===== src/rtl/vt_stream_parser.sv =====
// Byte-stream terminal parser: turns received bytes into character-buffer writes for an
// 80x30 text screen, with CR/LF/BS, CSI cursor/erase commands and circular scrolling.
module vt_stream_parser #(
  parameter int COLS       = 80,
  parameter int ROWS       = 30,
  parameter int FIFO_DEPTH = 16
) (
  input  logic        clk_i,
  input  logic        rst_ni,
  input  logic        in_valid_i,
  input  logic [7:0]  in_data_i,
  output logic        wr_en_o,
  output logic [11:0] wr_addr_o,
  output logic [7:0]  wr_data_o,
  output logic [4:0]  top_row_o,
  output logic [4:0]  cursor_row_o,
  output logic [6:0]  cursor_col_o,
  output logic        busy_o,
  output logic        overflow_o
);
  localparam int          AW       = $clog2(FIFO_DEPTH);
  localparam logic [11:0] CELLS    = 12'(ROWS * COLS);
  localparam logic [4:0]  LAST_ROW = 5'(ROWS - 1);
  localparam logic [6:0]  LAST_COL = 7'(COLS - 1);

  typedef enum logic [2:0] {S_GROUND, S_ESC, S_CSI, S_WRAP, S_CLEAR} state_t;

  state_t        state_q, state_d;
  logic [7:0]    p1_q, p1_d, p2_q, p2_d;
  logic [1:0]    idx_q, idx_d;
  logic [4:0]    row_q, row_d, top_q, top_d;
  logic [6:0]    col_q, col_d;
  logic [11:0]   clr_addr_q, clr_addr_d, clr_end_q, clr_end_d;
  logic          wr_en_q, wr_en_d;
  logic [11:0]   wr_addr_q, wr_addr_d;
  logic [7:0]    wr_data_q, wr_data_d;
  logic          ovf_q;
  logic          do_scroll;

  // Input FIFO; pops are held off while a clear sweep or wrap-scroll owns the write port.
  logic [7:0]    fifo_mem [FIFO_DEPTH];
  logic [AW-1:0] rd_ptr_q, wr_ptr_q;
  logic [AW:0]   count_q;
  logic          fifo_empty, fifo_full, pop, push;
  logic [7:0]    byte_in;

  assign fifo_empty = (count_q == '0);
  assign fifo_full  = (count_q == (AW + 1)'(FIFO_DEPTH));
  assign pop        = !fifo_empty && ((state_q == S_GROUND) || (state_q == S_ESC) || (state_q == S_CSI));
  assign push       = in_valid_i && (!fifo_full || pop);
  assign byte_in    = fifo_mem[rd_ptr_q];

  always_ff @(posedge clk_i) begin
    if (push) fifo_mem[wr_ptr_q] <= in_data_i;
  end

  always_ff @(posedge clk_i or negedge rst_ni) begin
    if (!rst_ni) begin
      rd_ptr_q <= '0;
      wr_ptr_q <= '0;
      count_q  <= '0;
      ovf_q    <= 1'b0;
    end else begin
      if (push) wr_ptr_q <= wr_ptr_q + 1'b1;
      if (pop)  rd_ptr_q <= rd_ptr_q + 1'b1;
      case ({push, pop})
        2'b10:   count_q <= count_q + 1'b1;
        2'b01:   count_q <= count_q - 1'b1;
        default: count_q <= count_q;
      endcase
      if (in_valid_i && fifo_full && !pop) ovf_q <= 1'b1;
    end
  end

  // Both operands are below ROWS, so one conditional subtract performs the modulo.
  logic [5:0]  phys_sum;
  logic [4:0]  phys_row;
  logic [11:0] cur_addr, row_base;
  assign phys_sum = {1'b0, top_q} + {1'b0, row_q};
  assign phys_row = (phys_sum >= 6'(ROWS)) ? 5'(phys_sum - 6'(ROWS)) : phys_sum[4:0];
  assign cur_addr = 12'(phys_row) * 12'(COLS) + 12'(col_q);
  assign row_base = 12'(top_q) * 12'(COLS);

  logic [7:0]  n1, n2, h1, h2, p1_dig, p2_dig;
  logic [11:0] acc1, acc2;
  logic [8:0]  down_sum, right_sum;
  logic [4:0]  up_row, down_row, abs_row;
  logic [6:0]  left_col, right_col, abs_col;
  logic        is_digit;

  assign is_digit  = (byte_in >= "0") && (byte_in <= "9");
  assign acc1      = 12'(p1_q) * 12'd10 + 12'(byte_in[3:0]);
  assign acc2      = 12'(p2_q) * 12'd10 + 12'(byte_in[3:0]);
  assign p1_dig    = (acc1 > 12'd255) ? 8'hFF : acc1[7:0];
  assign p2_dig    = (acc2 > 12'd255) ? 8'hFF : acc2[7:0];
  assign n1        = (p1_q == 8'd0) ? 8'd1 : p1_q;
  assign n2        = (p2_q == 8'd0) ? 8'd1 : p2_q;
  assign h1        = n1 - 8'd1;
  assign h2        = n2 - 8'd1;
  assign down_sum  = 9'(row_q) + 9'(n1);
  assign right_sum = 9'(col_q) + 9'(n1);
  assign up_row    = (n1 > {3'b000, row_q}) ? 5'd0 : row_q - n1[4:0];
  assign down_row  = (down_sum > 9'(LAST_ROW)) ? LAST_ROW : down_sum[4:0];
  assign left_col  = (n1 > {1'b0, col_q}) ? 7'd0 : col_q - n1[6:0];
  assign right_col = (right_sum > 9'(LAST_COL)) ? LAST_COL : right_sum[6:0];
  assign abs_row   = (h1 > 8'(LAST_ROW)) ? LAST_ROW : h1[4:0];
  assign abs_col   = (h2 > 8'(LAST_COL)) ? LAST_COL : h2[6:0];

  always_comb begin
    state_d    = state_q;
    p1_d       = p1_q;
    p2_d       = p2_q;
    idx_d      = idx_q;
    row_d      = row_q;
    col_d      = col_q;
    top_d      = top_q;
    clr_addr_d = clr_addr_q;
    clr_end_d  = clr_end_q;
    wr_en_d    = 1'b0;
    wr_addr_d  = wr_addr_q;
    wr_data_d  = wr_data_q;
    do_scroll  = 1'b0;
    case (state_q)
      S_GROUND: if (pop) begin
        if ((byte_in >= 8'h20) && (byte_in <= 8'h7E)) begin
          wr_en_d   = 1'b1;
          wr_addr_d = cur_addr;
          wr_data_d = byte_in;
          if (col_q == LAST_COL) begin
            col_d = '0;
            // Bottom-row wrap: the scroll needs the write port, so it runs next cycle.
            if (row_q == LAST_ROW) state_d = S_WRAP;
            else                   row_d   = row_q + 5'd1;
          end else begin
            col_d = col_q + 7'd1;
          end
        end else begin
          case (byte_in)
            8'h0A: if (row_q == LAST_ROW) do_scroll = 1'b1;
                   else                   row_d     = row_q + 5'd1;
            8'h0D: col_d = '0;
            8'h08: if (col_q != '0) col_d = col_q - 7'd1;
            8'h1B: state_d = S_ESC;
            default: ;
          endcase
        end
      end
      S_ESC: if (pop) begin
        if (byte_in == "[") begin
          p1_d    = '0;
          p2_d    = '0;
          idx_d   = '0;
          state_d = S_CSI;
        end else begin
          state_d = S_GROUND;
        end
      end
      S_CSI: if (pop) begin
        if (is_digit) begin
          if (idx_q == 2'd0)      p1_d = p1_dig;
          else if (idx_q == 2'd1) p2_d = p2_dig;
        end else if (byte_in == ";") begin
          if (idx_q != 2'd2) idx_d = idx_q + 2'd1;
        end else if (byte_in < 8'h20) begin
          state_d = S_GROUND;
        end else if ((byte_in >= 8'h40) && (byte_in <= 8'h7E)) begin
          state_d = S_GROUND;
          case (byte_in)
            "A":     row_d = up_row;
            "B":     row_d = down_row;
            "C":     col_d = right_col;
            "D":     col_d = left_col;
            "H", "f": begin
              row_d = abs_row;
              col_d = abs_col;
            end
            "J": if (p1_q == 8'd2) begin
              state_d    = S_CLEAR;
              wr_en_d    = 1'b1;
              wr_addr_d  = '0;
              wr_data_d  = 8'h20;
              clr_addr_d = 12'd1;
              clr_end_d  = CELLS;
            end
            default: ;
          endcase
        end
      end
      S_WRAP: do_scroll = 1'b1;
      S_CLEAR: begin
        if (clr_addr_q != clr_end_q) begin
          wr_en_d    = 1'b1;
          wr_addr_d  = clr_addr_q;
          wr_data_d  = 8'h20;
          clr_addr_d = clr_addr_q + 12'd1;
        end else begin
          state_d = S_GROUND;
        end
      end
      default: state_d = S_GROUND;
    endcase
    // The old top physical row becomes the new bottom row and is blanked.
    if (do_scroll) begin
      top_d      = (top_q == LAST_ROW) ? 5'd0 : top_q + 5'd1;
      wr_en_d    = 1'b1;
      wr_addr_d  = row_base;
      wr_data_d  = 8'h20;
      clr_addr_d = row_base + 12'd1;
      clr_end_d  = row_base + 12'(COLS);
      state_d    = S_CLEAR;
    end
  end

  always_ff @(posedge clk_i or negedge rst_ni) begin
    if (!rst_ni) begin
      state_q    <= S_GROUND;
      p1_q       <= '0;
      p2_q       <= '0;
      idx_q      <= '0;
      row_q      <= '0;
      col_q      <= '0;
      top_q      <= '0;
      clr_addr_q <= '0;
      clr_end_q  <= '0;
      wr_en_q    <= 1'b0;
      wr_addr_q  <= '0;
      wr_data_q  <= '0;
    end else begin
      state_q    <= state_d;
      p1_q       <= p1_d;
      p2_q       <= p2_d;
      idx_q      <= idx_d;
      row_q      <= row_d;
      col_q      <= col_d;
      top_q      <= top_d;
      clr_addr_q <= clr_addr_d;
      clr_end_q  <= clr_end_d;
      wr_en_q    <= wr_en_d;
      wr_addr_q  <= wr_addr_d;
      wr_data_q  <= wr_data_d;
    end
  end

  assign wr_en_o      = wr_en_q;
  assign wr_addr_o    = wr_addr_q;
  assign wr_data_o    = wr_data_q;
  assign top_row_o    = top_q;
  assign cursor_row_o = row_q;
  assign cursor_col_o = col_q;
  assign busy_o       = (state_q == S_CLEAR);
  assign overflow_o   = ovf_q;
endmodule


===== config.mk =====
export PLATFORM = sky130hd
export DESIGN_NAME = vt_stream_parser
export DESIGN_NICKNAME = d
export VERILOG_FILES = /design/src/rtl/vt_stream_parser.sv
export SDC_FILE = /design/constraint.sdc
export NUM_CORES = 1
export LEC_CHECK = 0
export ABC_CLOCK_PERIOD_IN_PS = 9200
export CORE_ASPECT_RATIO = 1.2
export CORE_MARGIN = 5
export CORE_UTILIZATION = 50
export CTS_CLUSTER_SIZE = 10
export DETAILED_ROUTE_END_ITERATION = 12
export MAX_ROUTING_LAYER = met4
export PLACE_DENSITY = 0.73
export SYNTH_ARGS = -nofsm -noshare
export SYNTH_HDL_FRONTEND = slang
export SYNTH_SLANG_ARGS = --single-unit

===== constraint.sdc =====
create_clock -name clk_i -period 9.2 [get_ports clk_i]
set_clock_uncertainty 0.05 [all_clocks]
set_input_delay 1.38 -clock clk_i [delete_from_list [all_inputs] [get_ports clk_i]]
set_output_delay 1.38 -clock clk_i [all_outputs]
set_load 0.03 [all_outputs]

==> run_results.csv <==
group,metric,value,unit
grt,grt-busiest-layer,"met2",
detailed_routing,wl,34890,um
logic_synthesis,async_reset_ff_frac,0.4208,
placement,dp_cells,1690,
pwr,cellLeakagePower,6.493,nW
critical_path,start_kind,"flop",
detailed_routing,vias,10570,
pwr,p_clk_frac,0.154,
grt,grt_pass1_vias,10500,
logic_synthesis,synth_edf_count,128,
critical_path,r2r_start,"rd_ptr_q[0]$_DFFE_PN0P_",
pwr,finalPower,6.336,mW
critical_path,cp.required,9.57,ns
timing,slew_viol_final,0,
run,cap_violations,0,
final_layout,fin_area,15780,sq um
die,start_util,0.5072,
placement,hpwl,24880,um
placement,finalWeightedCongestion,0.9255,
grt,antenna_found_initial,0,
logic_synthesis,seq_area_frac_synth,0.4358,
timing,max_freq,193.1,MHz
grt,grt_use_met2,0.3827,
detailed_routing,firstDrtPassIters,7,
timing,finalSetupViolations,0,
final_layout,areaGrowthSynthToFinish,11.44,%
critical_path,critical_path.max_stage_delay,0.96,ns
placement,place_ws,4.087,ns
cts,cts_setup_buffers,0,
grt,met3_usage,0.02754,
timing,setup_tns,0,ns
die,die_area,31800,sq um
timing,slew_headroom,0.1211,
pwr,netSwitchingPower,2.942,mW
detailed_routing,drc,0,
grt,met1_usage,0.2851,
final_layout,fin_nets,1476,
final_layout,antennaDiodeCount,0,
detailed_routing,drt-initial-drc-count,764,
placement,placed_cell_area,14980,sq um
final_layout,final_cells,1735,
timing,rsz0062_at_grt,"false",
cts,cts_buffers,27,
critical_path,cp-end-kind,"flop",
grt,grt_max_degree,53,
logic_synthesis,syn-instance-count,1306,
logic_synthesis,ys.flop_type,"edfxtp_1",
critical_path,crit_fanout,32,
critical_path,worstPathCellList,"mux4_2, nand2_1, and4_1, inv_1, ha_1, fa_1, and2_1, o2111ai_1, nand2_1, mux2i_1, nand2_1, nor4_1, a211oi_1, a21o_1",
grt,grt_usage,0.2248,
timing,timing.hold.ws,0.4381,ns
cts,ctsResizeCount,0,
logic_synthesis,ys_ff_latch,221,
logic_synthesis,ys.warnings.count,0,
detailed_routing,final_antenna_net_count,0,
final_layout,post-route-util,0.5652,
cts,clk_pin_slew,0.06,ns
status,outcome,"complete, no violations",
logic_synthesis,syn_nets,1442,
detailed_routing,via_per_inst,6.089,
timing,fin_crit_sh,0.5628,
cts,insertion_delay,0.55,ns
timing,fin_crit,5.177,ns
cts,hold_buffers,0,
die,io_pins,51,
cts,clock_path_buffers,3,
critical_path,crit_start,"rd_ptr_q[0]$_DFFE_PN0P_",
critical_path,worst_path_most_repeated_cell,"nand2_1",
die,row_count,67,
timing,hold_violations,0,
die,coreArea,27920,sq um
critical_path,critPathKind,"flop to flop",
die,die_width,163.6,um
logic_synthesis,avgSynthCellArea,10.84,sq um
timing,worst_slack,4.023,ns
pwr,power_density,401.6,nW/um^2
cts,cts.sinks,221,
timing,worst_pin_slew,1.316,ns
logic_synthesis,ys_types,86,
worst_hold_path,min_from,"wr_addr_o[8]$_DFFE_PN0P_",
critical_path,crit_slowest_cell,"dfrtp_2",
pwr,sw_frac_of_total,0.4643,
grt,grt_pass1_wl,56390,um
pwr,p_int,3.394,mW
pwr,ir_drop,0.0002448,V
placement,io_buffers,50,
grt,grt.overflow.total,0,
cts,cts_tree,"built",
detailed_routing,wl_per_cell,20.11,um
pwr,p_comb_frac,0.591,
pwr,power_frac_seq,0.255,
logic_synthesis,synthesis.area,14160,sq um
cts,h-tree-depth,1,
final_layout,layout-drive-gt1-share,0.07596,
cts,clockRootBuffer,"clkbuf_16",
critical_path,arrival,5.55,ns
worst_hold_path,holdCritPathClass,"flop to flop",
die,die_h,194.3,um
[power groups by stage]
stage	clock network, mW	registers [mW]	logic, mW
global placement	0	1.62	3.61
global route	1.04	1.65	4.15
CTS	0.995	1.61	3.72
finish	0.975	1.61	3.75
floorplan	0	1.57	2.79
detailed placement	0	1.63	3.69
[logic make-up after synthesis]
logic type      share of synthesized area
buf+inv                           0.03676
simple gates                       0.1342
compound gates                     0.1658
flops                              0.4358
xor+xnor                          0.04578
fa+ha+maj                          0.1174
mux                               0.06425
[state kept, by name, summed over array words and instances (netlist names), 4 cells and up]
signal,flops
fifo_mem,128
clr_addr_q,12
wr_addr_o,12
clr_end_q,8
p1_q,8
p2_q,8
wr_data_o,8
cursor_col_o,7
count_q,5
cursor_row_o,5
top_row_o,5
rd_ptr_q,4
wr_ptr_q,4
[final cells by class]
class	count	area (sq um)
clock buffer	39	730.7
clock inverter	6	66.31
fill	2378	12140
inverter	67	251.5
multi-input combinational	959	7480
sequential	221	6173
tap	379	474.2
timing repair buffer	64	603.1
[worst max-delay path, delay by kind of cell, from the launching register on]
family / cells / cell delay (ns)
multiplexers: 2 / 0.73
AND/OR/NAND/NOR: 6 / 1.75
AO/OA/AOI/OAI: 3 / 0.68
adder cells (fa/ha/maj): 2 / 0.64
buffers and inverters: 1 / 0.24
flip-flops: 1 / 0.96
[path summary, 6_finish.rpt]
kind	to	slack, ns	cells after the start
max reg2reg	p2_q[4]$_DFFE_PN0P_	4.02	14
min reg2reg	wr_addr_o[8]$_DFFE_PN0P_	0.44	2
min in group asynchronous	wr_addr_o[8]$_DFFE_PN0P_	0.80	1
max	p2_q[4]$_DFFE_PN0P_	4.02	14
min	wr_addr_o[8]$_DFFE_PN0P_	0.44	2
max in group asynchronous	rd_ptr_q[0]$_DFFE_PN0P_	7.20	2
[cell usage in the layout (no fill, tap or decap), types with 11 or more instances in the layout]
cell and instances:
or3_1 13, o22a_1 12, edfxtp_1 128, clkbuf_1 11, and2_1 15, xor2_1 35, buf_4 15, nand2_1 104
nor2b_1 32, nor2_1 74, a21oi_1 62, nor3_1 25, mux4_2 28, clkbuf_16 27, fa_1 13, inv_1 65
mux2i_1 14, ha_1 112, nor4_1 17, dfrtp_1 91, nand2b_1 12, clkdlybuf4s50_1 49, a211oi_1 22, o31ai_1 21
nand3_1 31, o21ai_0 46, xnor2_1 39, a21o_1 45
[synth_stat cells (22+ instances only)]
cell type / number / area (sq um)
inv_1: 65 / 244.0
nand2_1: 104 / 390.4
clkbuf_1: 41 / 153.9
o21ai_0: 46 / 230.2
a21o_1: 45 / 337.8
nand3_1: 31 / 155.2
edfxtp_1: 128 / 3844
ha_1: 112 / 1401
mux4_2: 28 / 630.6
nor2_1: 74 / 277.8
xnor2_1: 39 / 341.6
dfrtp_1: 93 / 2327
nor2b_1: 32 / 200.2
a21oi_1: 62 / 310.3
a211oi_1: 22 / 165.2
nor3_1: 25 / 125.1
xor2_1: 35 / 306.5
[per-layer routing]
layer	wire, um	vias up	share of wire
li1	-	4969	-
met1	14510	5190	0.42
met2	17560	337	0.50
met3	1915	69	0.055
met4	913	0	0.026
met5	0	-	0
Power figures use the tool's default switching activity.
